### src/rtl/game_sprite_pkg.sv
// Shared types for the sprite controller: FSM state encoding and direction constants.
package game_sprite_pkg;

    typedef enum logic [1:0] {
        IDLE = 2'd0,
        MOVE = 2'd1,
        HOLD = 2'd2
    } state_t;

    localparam logic DIR_POS = 1'b0;
    localparam logic DIR_NEG = 1'b1;

endpackage

### src/rtl/game_sprite_axis_step.sv
// Combinational next-position / next-direction / edge logic for one axis.
// GAME_SPRITE_BOUNCE_EN selects bounce (clamp + reverse); otherwise the axis wraps.
module game_sprite_axis_step
    import game_sprite_pkg::*;
#(
    parameter int W     = 10,
    parameter int SW    = 4,
    parameter int LIMIT = 632
) (
    input  logic [W-1:0]  pos,
    input  logic          dir,
    input  logic [SW-1:0] speed,
    output logic [W-1:0]  pos_next,
    output logic          dir_next,
    output logic          edge_hit
);

    localparam logic [W:0] LIM    = (W+1)'(LIMIT);
    localparam logic [W:0] LIM_P1 = (W+1)'(LIMIT + 1);

    logic [W:0] cand;
    logic       under;
    logic       over;

    // One extra bit: the MSB flags a negative candidate since pos + speed never reaches 2^W.
    assign cand  = (dir == DIR_NEG) ? ({1'b0, pos} - (W+1)'(speed))
                                    : ({1'b0, pos} + (W+1)'(speed));
    assign under = cand[W];
    assign over  = !cand[W] && (cand > LIM);

    always_comb begin
        pos_next = cand[W-1:0];
        dir_next = dir;
        edge_hit = 1'b0;
`ifdef GAME_SPRITE_BOUNCE_EN
        if (over) begin
            pos_next = LIM[W-1:0];
            dir_next = DIR_NEG;
            edge_hit = 1'b1;
        end else if (under) begin
            pos_next = '0;
            dir_next = DIR_POS;
            edge_hit = 1'b1;
        end
`else
        if (over) begin
            pos_next = W'(cand - LIM_P1);
            edge_hit = 1'b1;
        end else if (under) begin
            pos_next = W'(cand + LIM_P1);
            edge_hit = 1'b1;
        end
`endif
    end

endmodule

### src/rtl/game_sprite_control.sv
// Sprite motion controller: IDLE/MOVE/HOLD FSM with per-frame position update.
// Edge behaviour (bounce vs wrap) is chosen by GAME_SPRITE_BOUNCE_EN.
module game_sprite_control
    import game_sprite_pkg::*;
#(
    parameter int screen_width  = 640,
    parameter int screen_height = 480,
    parameter int w_x           = $clog2(screen_width),
    parameter int w_y           = $clog2(screen_height),
    parameter int SPRITE_WIDTH  = 8,
    parameter int SPRITE_HEIGHT = 8,
    parameter int START_X       = 0,
    parameter int START_Y       = 0,
    parameter int SPEED_W       = 4
) (
    input  logic               clk,
    input  logic               rst_n,
    input  logic               frame_tick,
    input  logic               launch,
    input  logic               stop,
    input  logic               restart,
    input  logic               dir_x_in,
    input  logic               dir_y_in,
    input  logic [SPEED_W-1:0] speed_x,
    input  logic [SPEED_W-1:0] speed_y,
    output logic [w_x-1:0]     sprite_x,
    output logic [w_y-1:0]     sprite_y,
    output logic               moving,
    output logic               edge_x,
    output logic               edge_y
);

    localparam int XMAX = screen_width - SPRITE_WIDTH;
    localparam int YMAX = screen_height - SPRITE_HEIGHT;

    state_t         state_reg;
    logic [w_x-1:0] x_reg;
    logic [w_y-1:0] y_reg;
    logic           dir_x_reg, dir_y_reg;
    logic           moving_reg, edge_x_reg, edge_y_reg;

    logic [w_x-1:0] x_next;
    logic [w_y-1:0] y_next;
    logic           dir_x_next, dir_y_next;
    logic           hit_x, hit_y;

    game_sprite_axis_step #(.W(w_x), .SW(SPEED_W), .LIMIT(XMAX)) u_step_x (
        .pos      (x_reg),
        .dir      (dir_x_reg),
        .speed    (speed_x),
        .pos_next (x_next),
        .dir_next (dir_x_next),
        .edge_hit (hit_x)
    );

    game_sprite_axis_step #(.W(w_y), .SW(SPEED_W), .LIMIT(YMAX)) u_step_y (
        .pos      (y_reg),
        .dir      (dir_y_reg),
        .speed    (speed_y),
        .pos_next (y_next),
        .dir_next (dir_y_next),
        .edge_hit (hit_y)
    );

    // Controls are prioritised restart > stop > launch; a frame update only happens
    // when none of them is active in the tick cycle.
    always_ff @(posedge clk or negedge rst_n) begin
        if (!rst_n) begin
            state_reg  <= IDLE;
            x_reg      <= w_x'(START_X);
            y_reg      <= w_y'(START_Y);
            dir_x_reg  <= DIR_POS;
            dir_y_reg  <= DIR_POS;
            moving_reg <= 1'b0;
            edge_x_reg <= 1'b0;
            edge_y_reg <= 1'b0;
        end else begin
            edge_x_reg <= 1'b0;
            edge_y_reg <= 1'b0;
            if (restart) begin
                state_reg  <= IDLE;
                x_reg      <= w_x'(START_X);
                y_reg      <= w_y'(START_Y);
                dir_x_reg  <= DIR_POS;
                dir_y_reg  <= DIR_POS;
                moving_reg <= 1'b0;
            end else if (stop) begin
                if (state_reg == MOVE) begin
                    state_reg  <= HOLD;
                    moving_reg <= 1'b0;
                end
            end else if (launch) begin
                if (state_reg == IDLE) begin
                    state_reg  <= MOVE;
                    dir_x_reg  <= dir_x_in;
                    dir_y_reg  <= dir_y_in;
                    moving_reg <= 1'b1;
                end else if (state_reg == HOLD) begin
                    state_reg  <= MOVE;
                    moving_reg <= 1'b1;
                end
            end else if (frame_tick && state_reg == MOVE) begin
                x_reg      <= x_next;
                y_reg      <= y_next;
                dir_x_reg  <= dir_x_next;
                dir_y_reg  <= dir_y_next;
                edge_x_reg <= hit_x;
                edge_y_reg <= hit_y;
            end
        end
    end

    assign sprite_x = x_reg;
    assign sprite_y = y_reg;
    assign moving   = moving_reg;
    assign edge_x   = edge_x_reg;
    assign edge_y   = edge_y_reg;

endmodule

### config.mk
export PLATFORM = sky130hd
export DESIGN_NAME = game_sprite_control
export DESIGN_NICKNAME = d
export VERILOG_FILES = /design/src/rtl/game_sprite_pkg.sv /design/src/rtl/game_sprite_axis_step.sv /design/src/rtl/game_sprite_control.sv
export SDC_FILE = /design/constraint.sdc
export NUM_CORES = 1
export LEC_CHECK = 0
export CELL_PAD_IN_SITES_DETAIL_PLACEMENT = 1
export CELL_PAD_IN_SITES_GLOBAL_PLACEMENT = 1
export CORE_ASPECT_RATIO = 0.5
export CORE_MARGIN = 2
export CORE_UTILIZATION = 44
export DETAILED_ROUTE_END_ITERATION = 6
export DONT_BUFFER_PORTS = 1
export PLACE_DENSITY = 0.79
export RECOVER_POWER = 100
export SYNTH_ARGS = -nofsm -noshare
export SYNTH_HDL_FRONTEND = slang
export SYNTH_SLANG_ARGS = --single-unit
### constraint.sdc
create_clock -name clk -period 3.2 [get_ports clk]
set_input_delay 0.16 -clock clk [delete_from_list [all_inputs] [get_ports clk]]
set_output_delay 0.16 -clock clk [all_outputs]
set_load 0.02 [all_outputs]
==> results_dict.tcl <==
set metrics [dict create \
    track_usage 0.288 \
    p_total_mw 1.15 \
    insertion_delay_ps 270 \
    syn_avg_cell_area_um2 8.16 \
    avgViaCountPerCell 6.57 \
    rsz0062_at_grt "true" \
    drtPass1Iterations 5 \
    rows 21 \
    setup_viol 5 \
    die_h_um 64.0 \
    place_congestion 0.883 \
    crit_arrival_ps 3480 \
    synth_area_leaders "dfrtp_1 20%, ha_1 11%, nand2_1 3.9%" \
    wl_per_cell_um 23.4 \
    async_flop_share 1.00 \
    status "finished with violations" \
    min_period_ps 3320 \
    vdd_ir_drop_max_mv 0.204 \
    fin_cells 521 \
    fmax_mhz 301 \
    synth.most_common_cell "nand2_1" \
    synthDominantCellAreaShare 0.198 \
    portBuffers 0 \
    cts_tree "built" \
    initial_core_util 0.464 \
    startpoint_type "flip-flop" \
    cp_max_fo 6 \
    clk_pin_slew_ps 80 \
    clock_sinks 25 \
    place_hpwl_um 8240 \
    wl_um 12200 \
    power_density_nw_per_um2 295 \
    worst_path_max_delay_cell "or4_1" \
    final_nets 476 \
    end_kind "flip-flop" \
    syn_area_um2 3170 \
    final_area_um2 3900 \
    cts_max_level 1 \
    crit_type "flip-flop to flip-flop" \
    tightestPinTransition_ps 1550 \
    syn_inst 388 \
    numCtsBuffers 3 \
    die_x_um 124 \
    synthFlopType "dfrtp_1" \
    clockBufferDepth 2 \
    tns_ps -248 \
    max_stage_delay_ps 520 \
    timing_hold_violations_final 0 \
    cts_root_buffer "clkbuf_16" \
    fin_ws_ps -122 \
    synth_top_cell_by_area "dfrtp_1" \
    cap_viol_max_count 1 \
    placed_area_um2 3520 \
    drc_errors 0 \
    critPathBufInv 4 \
    dpl_worst_slack_ps -211 \
    cpMostUsedCell "buf_4" \
    drtIter0Drc 204 \
    yosysWarnings 0 \
    grt_max_degree 26 \
    crit_required_ps 3360 \
    ys_seq_area_frac 0.198 \
    io_pins 38 \
    grt_pass1_wl_um 17800 \
    drv_slew 26 \
    clock_skew_ps 2.41 \
    synth_commonest_cells "33 x nand2_1, 29 x nor2_1, 28 x ha_1" \
    diodes 0 \
    fillerInstances 817 \
    fin_util 0.571 \
    first_global_vias 3482 \
    grt_overflow_total 0 \
    vias 3425 \
    syn_to_final_growth_pct 23.2 \
    ys_seq_elements 25 \
    design.core.area_um2 6830 \
    largest_reg_flops 10 \
    hold_slack_ps 14.4 \
    synth-edff-count 0 \
    leakage_nw 1.71 \
    antenna_found_initial 0 \
    antenna_left 0 \
    violations "max-capacitance violations, max-slew violations, negative setup slack" \
    crit_family "compound AO/OA/AOI/OAI gates" \
    dp_cells 506 \
    drive_above_1_share 0.252 \
    hp-class "input port to flip-flop" \
    die-area_um2 7930 \
    maxSlewHeadroom -0.0362 \
    synthDistinctLibCells 82 \
    synth_fp_nets 434 \
    path_cells "buf_4, inv_2, o31ai_4, buf_4, ha_1, or4_1, o311ai_1, nor3_4, buf_4, a2111oi_2, o21ai_1, a32o_1" \
    fin_crit_sh 1.04 \
]
final cells by class:
| cell class | instances | area (um^2) | area share |
|---|---|---|---|
| Clock inverter | 1 | 7.51 | 0.00192 |
| Timing Repair Buffer | 51 | 359 | 0.0920 |
| Clock buffer | 3 | 75.1 | 0.0192 |
| Tap cell | 92 | 115 | 0.0295 |
| Multi-Input combinational cell | 321 | 2610 | 0.670 |
| Sequential cell | 25 | 627 | 0.161 |
| Inverter | 28 | 105 | 0.0269 |
worst reg2reg max path, cell delays in order, from the launching register on:
cell and delay (ps):
dfrtp_2 450, buf_4 170, inv_2 80, o31ai_4 110
buf_4 190, ha_1 390, or4_1 520, o311ai_1 220
nor3_4 150, buf_4 180, a2111oi_2 330, o21ai_1 150
a32o_1 290
placed cells by master, fill, tap and decap left out, types with 5 or more instances in the layout:
master	instances
a21o_1	7
a21oi_1	18
nand3_1	11
dfrtp_1	24
xnor2_1	10
xor2_1	8
inv_1	27
o21ai_0	16
and2_1	6
nand2_1	33
buf_4	39
nor3_1	12
a21oi_2	5
or3_1	6
or2_2	8
ha_1	25
a31oi_1	5
nor2_1	28
clkbuf_1	8
power breakdown:
part | internal, mW | switching, mW | leakage, nW
combinational | 0.208 | 0.302 | 1.33
sequential | 0.320 | 0.00801 | 0.346
clock | 0.171 | 0.141 | 0.0371
total | 0.699 | 0.451 | 1.71
routing by layer:
layer / global-route usage / routed length (um) / vias to the layer above
met5: 0 / 0 / -
met4: 0.115 / 520 / 0
met3: 0.0545 / 871 / 51
met2: 0.499 / 5780 / 153
met1: 0.353 / 5020 / 1687
li1: - / - / 1534
kinds of logic after synthesis:
| logic type | count (synthesis) | share of synthesized area |
|---|---|---|
| mux | 5 | 0.0166 |
| flops | 25 | 0.198 |
| buf+inv | 42 | 0.0545 |
| compound gates | 115 | 0.275 |
| simple gates | 150 | 0.266 |
| fa+ha+maj | 30 | 0.123 |
| xor+xnor | 21 | 0.0664 |
final timing paths:
kind | start | to | slack [ps] | cells after the start
max | dir_x_reg | sprite_x[3] | -120 | 12
min | restart | sprite_x[0] | 10 | 2
max reg2reg | dir_x_reg | sprite_x[3] | -120 | 12
min reg2reg | state_reg[1] | state_reg[0] | 640 | 2
max in group asynchronous | rst_n | dir_x_reg | 1350 | 2
min in group asynchronous | rst_n | sprite_x[4] | 830 | 2
repair_timing:
item,CTS,global route
hold buffers,3,0
setup endpoints to repair,6,19
hold endpoints to repair,32,0
setup buffers,1,7
gates resized for setup,16,37
pin swaps,1,16
Power figures use the tool's default switching activity.
